<file path="src/rtl/dmem_ctrl.sv">
// Data-memory controller: two-port round-robin arbiter in front of a
// single-port word memory, with read-modify-write for sub-word stores and
// RV32I load alignment/extension.
module dmem_ctrl #(
   parameter int unsigned ADDR_WIDTH = 12
) (
   input  logic                  clk,
   input  logic                  rst_n,
   input  logic                  a_req,
   input  logic                  a_we,
   input  logic [2:0]            a_funct3,
   input  logic [31:0]           a_addr,
   input  logic [31:0]           a_wdata,
   output logic                  a_gnt,
   output logic                  a_rvalid,
   output logic [31:0]           a_rdata,
   output logic                  a_err,
   input  logic                  b_req,
   input  logic                  b_we,
   input  logic [2:0]            b_funct3,
   input  logic [31:0]           b_addr,
   input  logic [31:0]           b_wdata,
   output logic                  b_gnt,
   output logic                  b_rvalid,
   output logic [31:0]           b_rdata,
   output logic                  b_err,
   output logic [ADDR_WIDTH-1:0] mem_addr,
   output logic                  mem_re,
   output logic                  mem_we,
   output logic [31:0]           mem_wdata,
   input  logic [31:0]           mem_rdata
);

   localparam int unsigned WIDX_W = ADDR_WIDTH - 2;

   localparam logic [1:0] S_IDLE = 2'd0;
   localparam logic [1:0] S_RD   = 2'd1;
   localparam logic [1:0] S_RESP = 2'd2;

   logic [1:0]        r_state;
   logic [1:0]        w_state_nxt;
   logic              r_ptr_b;      // 1: B wins the next tie
   logic              r_own_b;
   logic              r_we;
   logic [2:0]        r_f3;
   logic [1:0]        r_lane;
   logic [WIDX_W-1:0] r_widx;
   logic [15:0]       r_wdata;
   logic              r_a_rvalid, r_b_rvalid, r_a_err, r_b_err;
   logic [31:0]       r_a_rdata, r_b_rdata;

   logic              w_sel_b, w_we, w_bad, w_grant;
   logic [2:0]        w_f3;
   logic [31:0]       w_addr, w_wdata;
   logic              w_resp, w_resp_b, w_resp_err;
   logic [31:0]       w_resp_data, w_ext, w_merged;
   logic [7:0]        w_byte;
   logic [15:0]       w_half;
   logic              w_unused;

   assign w_unused = ^{a_addr[31:ADDR_WIDTH], b_addr[31:ADDR_WIDTH]};

   // Illegal funct3 for the direction, or address not aligned to the size
   function automatic logic f_bad(input logic we, input logic [2:0] f3,
                                  input logic [1:0] lo);
      logic ill;
      logic mis;
      if (we) ill = !(f3 inside {3'b000, 3'b001, 3'b010});
      else    ill = !(f3 inside {3'b000, 3'b001, 3'b010, 3'b100, 3'b101});
      mis = ((f3[1:0] == 2'b01) && lo[0]) || ((f3[1:0] == 2'b10) && (lo != 2'b00));
      return ill || mis;
   endfunction

   // Round-robin selection and request field mux
   always_comb begin
      w_sel_b = b_req && (!a_req || r_ptr_b);
      w_we    = w_sel_b ? b_we     : a_we;
      w_f3    = w_sel_b ? b_funct3 : a_funct3;
      w_addr  = w_sel_b ? b_addr   : a_addr;
      w_wdata = w_sel_b ? b_wdata  : a_wdata;
      w_bad   = f_bad(w_we, w_f3, w_addr[1:0]);
   end

   // Lane extraction, load extension and sub-word store merge
   always_comb begin
      w_byte   = 8'h00;
      w_merged = mem_rdata;
      case (r_lane)
         2'd0: begin w_byte = mem_rdata[7:0];   w_merged[7:0]   = r_wdata[7:0]; end
         2'd1: begin w_byte = mem_rdata[15:8];  w_merged[15:8]  = r_wdata[7:0]; end
         2'd2: begin w_byte = mem_rdata[23:16]; w_merged[23:16] = r_wdata[7:0]; end
         default: begin w_byte = mem_rdata[31:24]; w_merged[31:24] = r_wdata[7:0]; end
      endcase
      w_half = r_lane[1] ? mem_rdata[31:16] : mem_rdata[15:0];
      if (r_f3[1:0] == 2'b01) begin
         w_merged = r_lane[1] ? {r_wdata, mem_rdata[15:0]} : {mem_rdata[31:16], r_wdata};
      end
      case (r_f3)
         3'b000:  w_ext = {{24{w_byte[7]}}, w_byte};
         3'b100:  w_ext = {24'h000000, w_byte};
         3'b001:  w_ext = {{16{w_half[15]}}, w_half};
         3'b101:  w_ext = {16'h0000, w_half};
         default: w_ext = mem_rdata;
      endcase
   end

   // Next state, grants and memory strobes; all forced low while in reset
   always_comb begin
      w_state_nxt = r_state;
      a_gnt       = 1'b0;
      b_gnt       = 1'b0;
      mem_re      = 1'b0;
      mem_we      = 1'b0;
      mem_addr    = '0;
      mem_wdata   = '0;
      w_grant     = 1'b0;
      w_resp      = 1'b0;
      w_resp_b    = 1'b0;
      w_resp_err  = 1'b0;
      w_resp_data = '0;
      case (r_state)
         S_IDLE: begin
            if (a_req || b_req) begin
               w_grant  = 1'b1;
               a_gnt    = !w_sel_b;
               b_gnt    = w_sel_b;
               w_resp_b = w_sel_b;
               if (w_bad) begin
                  w_resp      = 1'b1;
                  w_resp_err  = 1'b1;
                  w_state_nxt = S_RESP;
               end else if (w_we && (w_f3 == 3'b010)) begin
                  mem_we      = 1'b1;
                  mem_addr    = {w_addr[ADDR_WIDTH-1:2], 2'b00};
                  mem_wdata   = w_wdata;
                  w_resp      = 1'b1;
                  w_state_nxt = S_RESP;
               end else begin
                  mem_re      = 1'b1;
                  mem_addr    = {w_addr[ADDR_WIDTH-1:2], 2'b00};
                  w_state_nxt = S_RD;
               end
            end
         end
         S_RD: begin
            w_resp      = 1'b1;
            w_resp_b    = r_own_b;
            w_state_nxt = S_RESP;
            if (r_we) begin
               mem_we    = 1'b1;
               mem_addr  = {r_widx, 2'b00};
               mem_wdata = w_merged;
            end else begin
               w_resp_data = w_ext;
            end
         end
         S_RESP:  w_state_nxt = S_IDLE;
         default: w_state_nxt = S_IDLE;
      endcase
      if (!rst_n) begin
         a_gnt     = 1'b0;
         b_gnt     = 1'b0;
         mem_re    = 1'b0;
         mem_we    = 1'b0;
         mem_addr  = '0;
         mem_wdata = '0;
      end
   end

   // State register
   always_ff @(posedge clk or negedge rst_n) begin
      if (!rst_n) r_state <= S_IDLE;
      else        r_state <= w_state_nxt;
   end

   // Captured request, arbitration pointer and registered responses
   always_ff @(posedge clk or negedge rst_n) begin
      if (!rst_n) begin
         r_ptr_b    <= 1'b0;
         r_own_b    <= 1'b0;
         r_we       <= 1'b0;
         r_f3       <= 3'b000;
         r_lane     <= 2'b00;
         r_widx     <= '0;
         r_wdata    <= 16'h0000;
         r_a_rvalid <= 1'b0;
         r_b_rvalid <= 1'b0;
         r_a_err    <= 1'b0;
         r_b_err    <= 1'b0;
         r_a_rdata  <= '0;
         r_b_rdata  <= '0;
      end else begin
         r_a_rvalid <= 1'b0;
         r_b_rvalid <= 1'b0;
         r_a_err    <= 1'b0;
         r_b_err    <= 1'b0;
         if (w_grant) begin
            r_ptr_b <= !w_sel_b;
            r_own_b <= w_sel_b;
            r_we    <= w_we;
            r_f3    <= w_f3;
            r_lane  <= w_addr[1:0];
            r_widx  <= w_addr[ADDR_WIDTH-1:2];
            r_wdata <= w_wdata[15:0];
         end
         if (w_resp) begin
            if (w_resp_b) begin
               r_b_rvalid <= 1'b1;
               r_b_err    <= w_resp_err;
               r_b_rdata  <= w_resp_data;
            end else begin
               r_a_rvalid <= 1'b1;
               r_a_err    <= w_resp_err;
               r_a_rdata  <= w_resp_data;
            end
         end
      end
   end

   assign a_rvalid = r_a_rvalid;
   assign b_rvalid = r_b_rvalid;
   assign a_err    = r_a_err;
   assign b_err    = r_b_err;
   assign a_rdata  = r_a_rdata;
   assign b_rdata  = r_b_rdata;

endmodule

</file>
<file path="config.mk">
export PLATFORM = sky130hd
export DESIGN_NAME = dmem_ctrl
export DESIGN_NICKNAME = d
export VERILOG_FILES = /design/src/rtl/dmem_ctrl.sv
export SDC_FILE = /design/constraint.sdc
export NUM_CORES = 1
export LEC_CHECK = 0
export ABC_AREA = 1
export BUFFER_PORTS_ARGS = -buffer_cell sky130_fd_sc_hd__buf_2
export CORE_ASPECT_RATIO = 0.75
export CORE_MARGIN = 2
export CORE_UTILIZATION = 49
export DETAILED_ROUTE_END_ITERATION = 10
export GPL_ROUTABILITY_DRIVEN = 0
export PLACE_DENSITY = 0.81
export SLEW_MARGIN = 10
export SYNTH_ARGS = -nofsm -noshare
export SYNTH_HDL_FRONTEND = slang
export SYNTH_SLANG_ARGS = --single-unit
</file>
<file path="constraint.sdc">
create_clock -name clk -period 2.6 [get_ports clk]
set_clock_uncertainty 0.1 [all_clocks]
set_input_delay 0.39 -clock clk [delete_from_list [all_inputs] [get_ports clk]]
set_output_delay 0.39 -clock clk [all_outputs]
set_load 0.01 [all_outputs]
</file>
==> results.json <==
{
  "status": "finished, violations left",
  "violations": "negative setup slack",
  "hpwl_um": 17200,
  "design_area_um2": 9210,
  "final_common_cell": "nand2_1",
  "fmax_ghz": 0.3633,
  "final-hold-violation-count": 0,
  "power_leakage_nw": 5.010,
  "drtIter0Drc": 805,
  "grt_max_degree": 66,
  "finalCriticalPeriod_ps": 2753,
  "min_path_type": "primary input to asynchronous set/reset pin",
  "cts_max_path_buffers": 2,
  "ctsHtreeMaxLevel": 3,
  "place_area_um2": 8285,
  "die_h_um": 106.8,
  "final_cells": 1441,
  "nets": 1431,
  "cp.arrival_ps": 2260,
  "ys.warnings.count": 0,
  "critical_path_required_ps": 2110,
  "grt_setup_unrepaired": "true",
  "areaGrowthSynthToFinish_pct": 33.38,
  "slew_violations": 0,
  "synth_cells": 1010,
  "max_stage_delay_ps": 380,
  "final_cell_mix": "nand2_1 (267), buf_2 (243), nand3_1 (109)",
  "initial_core_util_pct": 50.22,
  "slew_headroom_pct": 52.15,
  "grt_pass1_vias": 7512,
  "tightest_slew_ps": 717.7,
  "cp_cell_sequence": "inv_2, nand2_4, nand2_8, nand2_2, nand2_4, nand2_1, nand2_2, nand3_4, nor2_4, buf_6, buf_12, nand3_2, a21oi_2, buf_2",
  "num_vias": 8189,
  "root_buffer": "clkbuf_16",
  "cts_tree": "built",
  "drtAntennaViolNets": 0,
  "die_area_um2": 15070,
  "wl_per_cell_um": 17.13,
  "ys_seq_area_share_pct": 37.69,
  "drt_pass1_iterations": 5,
  "ir_drop_uv": 646.5,
  "utilization_pct": 66.99,
  "setup_viol": 43,
  "clkTransAtPathRegs_ps": 70,
  "worstSkewPairLatency_ps": 350,
  "dp.cells": 1391,
  "totalWireLength_um": 24690,
  "critPathKind": "register to output pin",
  "grt_overflow": 0,
  "cts_hold_buffers": 0,
  "cpLargestDelayFamily": "simple AND/OR/NAND/NOR gates",
  "synthArstFlopShare_pct": 100.0,
  "cts_sinks": 104,
  "synth_edf_count": 0,
  "vias_per_cell": 5.683,
  "fin_ws_ps": -152.8,
  "synthDistinctLibCells": 33,
  "ys_ff_latch": 104,
  "cap_violations": 0,
  "crit_slowest_cell": "dfrtp_1",
  "dp_worst_setup_slack_ps": 47.74,
  "grt_first_pass_wirelength_um": 38010,
  "drc": 0,
  "die_w_um": 141.1,
  "core_area_um2": 13750,
  "numCtsBuffers": 9,
  "synth.avg_cell_area_um2": 6.837,
  "path_buf_inv": 4,
  "layout-drive-gt1-share_pct": 33.39,
  "endpoint_kind": "output pin",
  "post-route-period-util_pct": 105.9,
  "hold_slack_ps": 76.67,
  "synth_area_um2": 6905,
  "gr-usage-all-layers_pct": 31.63,
  "fin_setup_tns_ps": -4402,
  "io_pins": 288,
  "cp_max_fo": 8,
  "power_mw": 8.430,
  "synthFlopType": "dfrtp_1",
  "fp-row-count": 37,
  "io_buffers": 245,
  "start_kind": "register",
  "powerDensity_nw_per_um2": 915.3,
  "fillers": 1188,
  "antenna_found_initial": 1
}
-- final timing paths --
check                       startpoint             to  slack [ps]  cells past startpoint
setup / recovery               r_ptr_b  mem_wdata[16]        -150                     14
max in group asynchronous        rst_n        r_f3[1]        1140                      3
hold / removal                   rst_n     a_rdata[9]          80                      2
setup reg to reg             r_lane[1]     b_rdata[6]         280                      6
min in group clk           a_funct3[2]        r_f3[2]         250                      3
hold reg to reg            b_rdata[20]    b_rdata[20]         370                      2
-- power breakdown --
group / internal (mW) / total, mW / switching [mW]
Combinational: 1.56 / 4.57 / 3.01
Sequential: 2.10 / 2.44 / 0.337
Clock: 0.764 / 1.42 / 0.658
-- cells in the mapped netlist, types with 2 or more instances --
cell type	n	area [um2]
a21o_1	9	67.56
a21oi_1	108	540.5
a22o_1	11	96.34
a22oi_1	11	82.58
a31oi_1	2	12.51
buf_1	3	11.26
buf_2	15	75.07
buf_4	7	52.55
buf_6	7	78.83
clkbuf_1	43	161.4
dfrtp_1	104	2603
inv_1	56	210.2
inv_2	7	26.28
mux2i_1	2	20.02
nand2_1	282	1059
nand2_2	9	56.30
nand2_4	6	67.56
nand3_1	120	600.6
nand3_2	2	20.02
nand3b_1	3	22.52
nor2_1	67	251.5
nor2_2	3	18.77
nor3_1	3	15.01
o211ai_1	16	120.1
o21ai_0	95	475.5
o21bai_1	12	90.09
-- registers in the layout, indices dropped and copies added (netlist names) --
name and cells:
a_rdata 32, b_rdata 32, r_wdata 16, r_widx 10, r_f3 3, r_lane 2, r_state 2, a_err 1
a_rvalid 1, b_err 1, b_rvalid 1, r_own_b 1, r_ptr_b 1, r_we 1
-- metal layers --
layer	global-route usage, %	share of wire (%)
met1	43.25	41
met2	50.59	46
met3	7.414	10
met4	8.500	2.4
met5	1.754	0
-- cells by family (layout without fill, tap and decap cells) --
kind of cell	after synthesis	count (layout)	share of synthesized area, %
buffers and inverters	140	393	9.186
and+or+nand+nor	498	498	31.15
AOI/OAI and AO/OA	265	265	21.63
DFF	104	104	37.69
muxes	2	2	0.2899
other	1	4	0.05431
-- area by class of cell --
type | count | area (um2) | share of cell area [%]
clock buffers | 10 | 229.0 | 2.486
well taps | 175 | 219.0 | 2.377
repair buffers | 311 | 1856 | 20.15
inverters | 64 | 255.2 | 2.771
diodes | 2 | 5.005 | 0.05434
repair inverters | 2 | 15.01 | 0.1630
clock inverters | 6 | 76.32 | 0.8287
multi-input cells | 767 | 3950 | 42.89
flip-flops and latches | 104 | 2605 | 28.28
-- what timing repair did --
| item | in CTS | in global routing |
|---|---|---|
| pin swaps | 13 | 23 |
| resized for setup | 31 | 61 |
| endpoints found under the setup margin | 42 | 43 |
| cloned | 3 | 2 |
| setup buffers | 13 | 16 |
Power figures use the tool's default switching activity.
